[config.mk]
export PLATFORM = sky130hd
export DESIGN_NAME = floo_route_fork
export DESIGN_NICKNAME = d
export VERILOG_FILES = /design/src/rtl/floo_route_fork.sv
export SDC_FILE = /design/constraint.sdc
export NUM_CORES = 1
export LEC_CHECK = 0
export ABC_AREA = 1
export CORE_AREA = 2 2 84 86
export CTS_CLUSTER_SIZE = 16
export DETAILED_ROUTE_END_ITERATION = 10
export DIE_AREA = 0 0 86 88
export DONT_BUFFER_PORTS = 1
export GPL_TIMING_DRIVEN = 0
export PLACE_DENSITY = 0.49
export SETUP_SLACK_MARGIN = 0.3
export SLEW_MARGIN = 20
export SYNTH_ARGS = -nofsm -noshare
export SYNTH_HDL_FRONTEND = slang
export SYNTH_SLANG_ARGS = --single-unit
[constraint.sdc]
create_clock -name clk_i -period 5.7 [get_ports clk_i]
set_input_delay 1.14 -clock clk_i [delete_from_list [all_inputs] [get_ports clk_i]]
set_output_delay 1.14 -clock clk_i [all_outputs]
set_load 0.02 [all_outputs]
[src/rtl/floo_route_fork.sv]
// floo_route_fork: XY / mask-multicast route decode for one router input port,
// with packet route locking and a fork handshake that releases the input only
// after every selected output has accepted its copy.

package floo_route_fork_pkg;
    typedef struct packed {
        logic [2:0] y;
        logic [2:0] x;
    } id_t;

    typedef struct packed {
        id_t  dst_id;
        id_t  dst_mask_id;
        logic mcast_flag;
        logic last;
    } hdr_t;

    typedef struct packed {
        hdr_t        hdr;
        logic [31:0] payload;
    } flit_t;
endpackage

module floo_route_fork #(
    parameter int unsigned XWidth      = 3,
    parameter int unsigned YWidth      = 3,
    parameter bit          McastEn     = 1'b1,
    parameter bit          LockRouting = 1'b1,
    parameter type         id_t        = floo_route_fork_pkg::id_t,
    parameter type         flit_t      = floo_route_fork_pkg::flit_t
) (
    input  logic        clk_i,
    input  logic        rst_i,
    input  id_t         xy_id_i,
    input  flit_t       flit_i,
    input  logic        valid_i,
    output logic        ready_o,
    output flit_t       flit_o,
    output logic [4:0]  valid_o,
    input  logic [4:0]  ready_i,
    output logic [4:0]  route_sel_o,
    output logic        lock_err_o
);
    // Route bit positions: 0 Eject, 1 South, 2 West, 3 North, 4 East.

    logic [XWidth-1:0] dx, mx, ox, lo_x, hi_x;
    logic [YWidth-1:0] dy, my, oy, lo_y, hi_y;
    logic              xhit, yhit;
    logic [4:0]        sel;

    logic [4:0] served_q, served_d;
    logic [4:0] route_q, route_d;
    logic       locked_q, locked_d;
    logic       lock_err_q, lock_err_d;
    logic [4:0] fire;
    logic       hs;

    assign dx = flit_i.hdr.dst_id.x;
    assign dy = flit_i.hdr.dst_id.y;
    assign mx = flit_i.hdr.dst_mask_id.x;
    assign my = flit_i.hdr.dst_mask_id.y;
    assign ox = xy_id_i.x;
    assign oy = xy_id_i.y;

    // Route decode: dimension-ordered unicast, or the bounding box of the
    // masked destination set for multicast (mask bit 1 = don't care).
    always_comb begin
        lo_x = dx & ~mx;
        hi_x = dx | mx;
        lo_y = dy & ~my;
        hi_y = dy | my;
        xhit = ((ox & ~mx) == lo_x);
        yhit = ((oy & ~my) == lo_y);
        sel  = '0;
        if (McastEn && flit_i.hdr.mcast_flag) begin
            sel[0] = xhit & yhit;
            sel[1] = xhit & (lo_y < oy);
            sel[2] = (lo_x < ox);
            sel[3] = xhit & (hi_y > oy);
            sel[4] = (hi_x > ox);
        end else if (dx == ox && dy == oy) begin
            sel[0] = 1'b1;
        end else if (dx == ox) begin
            if (dy < oy) sel[1] = 1'b1;
            else         sel[3] = 1'b1;
        end else begin
            if (dx < ox) sel[2] = 1'b1;
            else         sel[4] = 1'b1;
        end
    end

    // Output side: reset forces every handshake output quiet even though the
    // decode itself is purely combinational.
    assign flit_o      = flit_i;
    assign route_sel_o = rst_i ? 5'b0 : (locked_q ? route_q : sel);
    assign valid_o     = (rst_i || !valid_i) ? 5'b0 : (route_sel_o & ~served_q);
    assign ready_o     = ~rst_i & valid_i & (&(~route_sel_o | served_q | ready_i));
    assign fire        = valid_o & ready_i;
    assign hs          = valid_i & ready_o;
    assign lock_err_o  = lock_err_q;

    // Next state: served copies accumulate until the input handshake; the
    // route is captured on the first flit of a packet and held until last.
    always_comb begin
        served_d   = hs ? 5'b0 : (served_q | fire);
        locked_d   = locked_q;
        route_d    = route_q;
        lock_err_d = lock_err_q;
        if (LockRouting && hs) begin
            locked_d = ~flit_i.hdr.last;
            if (!locked_q) route_d = sel;
            if (locked_q && (sel != route_q)) lock_err_d = 1'b1;
        end
    end

    // State registers with asynchronous active-high reset.
    always_ff @(posedge clk_i or posedge rst_i) begin
        if (rst_i) begin
            served_q   <= '0;
            route_q    <= '0;
            locked_q   <= 1'b0;
            lock_err_q <= 1'b0;
        end else begin
            served_q   <= served_d;
            route_q    <= route_d;
            locked_q   <= locked_d;
            lock_err_q <= lock_err_d;
        end
    end

endmodule
Yosys cells after proc, flatten, opt, wreduce, memory -nomap -nowiden --
Index checks and enable logic that the tools add are counted. Widths: inputs -> output; s select.
Word-level totals: bits in registers 12, latch bits 0, bits in writable memories 0, bits in read-only memories 0, input port bits 60, output and inout bits 58, memories kept 0
Cells by class: add/sub/neg operators 0, $mul 0, div/mod/pow operators 0, magnitude comparators 6, equal/unequal tests 5, shifts and indexed selects 0, multiplexer cells 15, bitwise operators 23, reductions and logical operators 6
Operators by type and width (count):
- $mux 5 | 5
- $or 5x5->5 | 3
- $and 3x3->3 | 4
- $eq 3x3->1 | 4
- $lt 3x3->1 | 4
- $and 5x5->5 | 2
- $not 5->5 | 2
- $mux 1 | 9
- $and 1x1->1 | 6
- $gt 3x3->1 | 2
- $not 3->3 | 2
- $or 3x3->3 | 2
- $ne 5x5->1 | 1
- $reduce_and 5->1 | 1
- $mux 4 | 1
- $logic_and 1x1->1 | 2
- $not 1->1 | 2
- $reduce_and 2->1 | 1
- $logic_not 1->1 | 1
- $logic_or 1x1->1 | 1

Longest topological paths before layout --
depth after elaboration 14, gate-level depth with buffers 18

Least setup slack after synthesis --
Ideal clock, no wire load.
path type input-to-output, start point in xy_id_i[2] (netlist bit), end point out valid_o[0], arrival 2.785 ns, data required time 4.560 ns, slack 1.775 ns, stages on the path 8, cells stage by stage inv_1 > ha_1 > nand3_1 > o21ai_1 > nand3_2 > a21oi_1 > nand2_1 > nor2_1
On the way: word-level cells in the longest chain between the ends 8, elaborated cells between the ends (all ways) 11, those cells by class 2 x eq/ne; 5 x mux; 3 x bitwise; 1 x reduce/logical
Ends and longest elaborated chain:
- start: declaration | RTL line 34 | input id_t xy_id_i,
- $and 3x3->3 / $eq 3x3->1 (equally long branches) | RTL line 72, 81
- $eq 3x3->1 / $logic_and 1x1->1 (equally long branches) | RTL line 72, 81
- $and 1x1->1 / $mux 1 (equally long branches) | RTL line 76, 81
- $mux 5 * | RTL line 75 | if (McastEn && flit_i.hdr.mcast_flag) begin
- $mux 5 *
- $mux 5 * | RTL line 95 | assign route_sel_o = rst_i ? 5'b0 : (locked_q ? route_q : sel);
- named net route_sel_o[0] | RTL line 41 | output logic [4:0] route_sel_o,
- $and 5x5->5 * | RTL line 96 | assign valid_o = (rst_i || !valid_i) ? 5'b0 : (route_sel_o & ~served_q);
- $mux 5 * | RTL line 96
- end: declaration | RTL line 39 | output logic [4:0] valid_o,
The timed path passes the listed nets; every way through them passes the cells marked *.

Worst setup path after layout --
Ends and elaborated chain as after synthesis.

==> metrics.cfg <==
[sta]
min_period_ns = 4.185
hold_viol = 0
slew_viol_final = 0
fin_tns_setup_ns = 0
setup_viol = 0
setup_slack_ns = 1.515
grt_setup_unrepaired = false
max_clock_freq_ghz = 0.2390
fin_crit_sh_pct = 73.42
slew_headroom_pct = 58.22
skew_ns = 0.003329
worst_pin_slew_ns = 0.6267
fin_hold_ws_ns = 0.5121

[critical_path]
arrival_ns = 3.04
r2r_cells = 9
critPathCaptureType = primary output
timing.rr.end = served_q[4]
critical_path_class = in2out
critPathMaxFanout = 4
cp_slowest_stage_delay_ns = 0.52
crit_buf_inv = 1
r2r_start = locked_q
cp-start-kind = primary input
crit_cells = 8
crit_slowest_cell = a21oi_1
worst-r2r-setup-slack_ns = 3.90
required_ns = 4.56
endpoint = valid_o[0]
path_cells = inv_1 > ha_1 > nand3_1 > o21ai_1 > nand3_2 > a21oi_1 > nand2_1 > nor2_1
worstSetupStartpoint = xy_id_i[2]
critPathTopFamily = compound AO/OA/AOI/OAI gates

[clock_network]
cts_setup_buffers = 0
cts_root_buf = clkbuf_8
cts_tree = yes
cts.sinks = 12
cts_resized = 0
htree_levels = 1
worstSkewPairLatency_ns = 0.24
ctsHoldBuffers = 0
cts_made_buffers = 3
clk_pin_slew_ns = 0.06
cts_buffer_depth = 2

[yosys]
yosysWarnings = 0
synth_area_mm2 = 0.001943
async_flop_share_pct = 100.0
synth_edf_count = 0
yosysSeqAreaShare_pct = 15.45
synth_ff_type = dfrtp_1
syn-num-nets = 388
synth_most_common_cell = nand2_1
avgSynthCellArea_um2 = 6.228
synth.distinct_cells = 27
yosys.area.top_type_share_pct = 18.16
synth_top_cell_by_area = buf_4
synth_area_leaders = buf_4 (18%), nand2_1 (16%), dfrtp_1 (15%), ha_1 (10%), inv_1 (8.3%)
synthCells = 312
ys_ff_latch = 12
synth_commonest_cells = nand2_1 (82), buf_4 (47), inv_1 (43), nor2_1 (28), nand3_1 (27)

[drt]
first_iter_violations = 46
wire_per_inst_um = 10.82
firstDrtPassIters = 4
drt.antenna.violating_nets = 0
drt_wl_total_um = 4284
vias = 1734
via_per_inst = 4.379
drc_errors = 0

[floorplanning]
die_w_um = 86
std_cell_rows = 30
io_pins = 118
initial_utilization_pct = 29.25
die_h_um = 88
core_area_mm2 = 0.006644
die-area_mm2 = 0.007568

[hold_path]
hp-class = reg2reg

[global_route]
grt_max_degree = 21
antenna_found_initial = 0
grt_pass1_vias = 1591
grt.total_usage_pct = 10.95
met1_usage_pct = 13.97
grt_pass1_wl_um = 6879
met2_usage_pct = 19.10
met3_usage_pct = 2.074
grt_overflow = 0
top_usage_layer = met2

[pwr]
vdd_drop_max_mv = 0.2135
p_leak_nw = 1.220
power_density_mw_per_mm2 = 272.2

[placed_design]
post-dp-hpwl_um = 3697
port_buffers = 0
gp_congestion = 0.7310
pre_cts_ws_ns = 1.489

[final_layout]
seqCellArea_um2 = 300.3
fill_cells = 758
antenna_cells = 0
area_growth_pct = 7.984
drive_gt1_share_pct = 23.73
multi_input_area_mm2 = 0.001104
fin_util_pct = 31.58
nNetsFinal = 393

[run]
maxCapViolCount = 0

[status]
status = complete, no violations

state kept, by name, indices dropped and copies added, names as in the netlist:
signal	count
lock_err_o	1
locked_q	1
route_q	5
served_q	5
where the power goes:
| group | total, mW | switching [mW] | leakage, nW | internal (mW) |
|---|---|---|---|---|
| Sequential | 0.147 | 0.0254 | 0.153 | 0.121 |
| Clock | 0.0960 | 0.0348 | 0.0288 | 0.0611 |
| Combinational | 0.329 | 0.212 | 1.04 | 0.117 |
| Total | 0.571 | 0.273 | 1.22 | 0.299 |
worst reg2reg max path: cells and delay by family, from the launching register on:
| kind | cells | cell delay (ns) |
|---|---|---|
| AND/OR/NAND/NOR | 5 | 0.72 |
| buffers and inverters | 3 | 0.49 |
| flip-flops | 1 | 0.36 |
| AO/OA/AOI/OAI | 1 | 0.12 |
layout by cell type, fill, tap and decap left out:
master / Yosys / routed
nor2_4: 2 / 2
inv_2: 3 / 3
a31oi_1: 1 / 1
nor2_2: 7 / 7
nand3_1: 27 / 27
nand3b_1: 2 / 2
a21o_1: 1 / 1
a21oi_2: 1 / 1
ha_1: 16 / 16
a21oi_1: 11 / 11
inv_1: 43 / 43
nand4_4: 1 / 1
clkinv_2: 1 / 1
nand2_1: 82 / 82
clkbuf_8: 0 / 4
inv_6: 1 / 1
or2_2: 1 / 1
o21ai_1: 2 / 2
nand3_4: 1 / 1
nor2_1: 28 / 28
dfrtp_1: 12 / 12
o21bai_1: 1 / 1
buf_4: 47 / 47
nand4_1: 12 / 12
o21ai_2: 1 / 1
o21ai_0: 3 / 3
nand3_2: 1 / 1
nand2_2: 4 / 4
logic make-up (layout without fill, tap and decap cells):
| family | count (synthesis) | count (layout) | synth area share (%) |
|---|---|---|---|
| simple gates | 168 | 168 | 40.37 |
| buf+inv | 95 | 99 | 27.75 |
| compound gates | 21 | 21 | 6.118 |
| fa+ha+maj | 16 | 16 | 10.30 |
| flops | 12 | 12 | 15.45 |
layer usage:
metal  vias to the layer above  routed length [um]
li1                        947                   -
met4                         0                  37
met1                       718                1942
met2                        64                1945
met5                         -                   0
met3                         5                 358
stage by stage:
stage | std cells | area (um2) | power, mW
2_1_floorplan | 312 | 1943 | 0.4258
3_5_place_dp | 392 | 2043 | 0.4805
6_report | 396 | 2098 | 0.5712
4_1_cts | 396 | 2098 | 0.5791
5_1_grt | 396 | 2098 | 0.6278
3_3_place_gp | 392 | 2043 | 0.4784
layout make-up:
| type | instances | area share [%] |
|---|---|---|
| tap | 80 | 4.770 |
| inverter | 48 | 8.885 |
| multi-input combinational | 205 | 52.59 |
| sequential | 12 | 14.31 |
| clock buffer | 4 | 2.624 |
| buffer | 47 | 16.82 |
how the worst min path moves through the flow:
stage                    start          to  slack, ns  depth (start not counted)
floorplan           route_q[4]  route_q[4]       0.46                          2
global placement    route_q[4]  route_q[4]       0.49                          2
detailed placement  route_q[4]  route_q[4]       0.50                          2
CTS                 route_q[4]  route_q[4]       0.51                          2
global route        route_q[4]  route_q[4]       0.53                          2
finish              route_q[4]  route_q[4]       0.51                          2
Power figures use the tool's default switching activity.
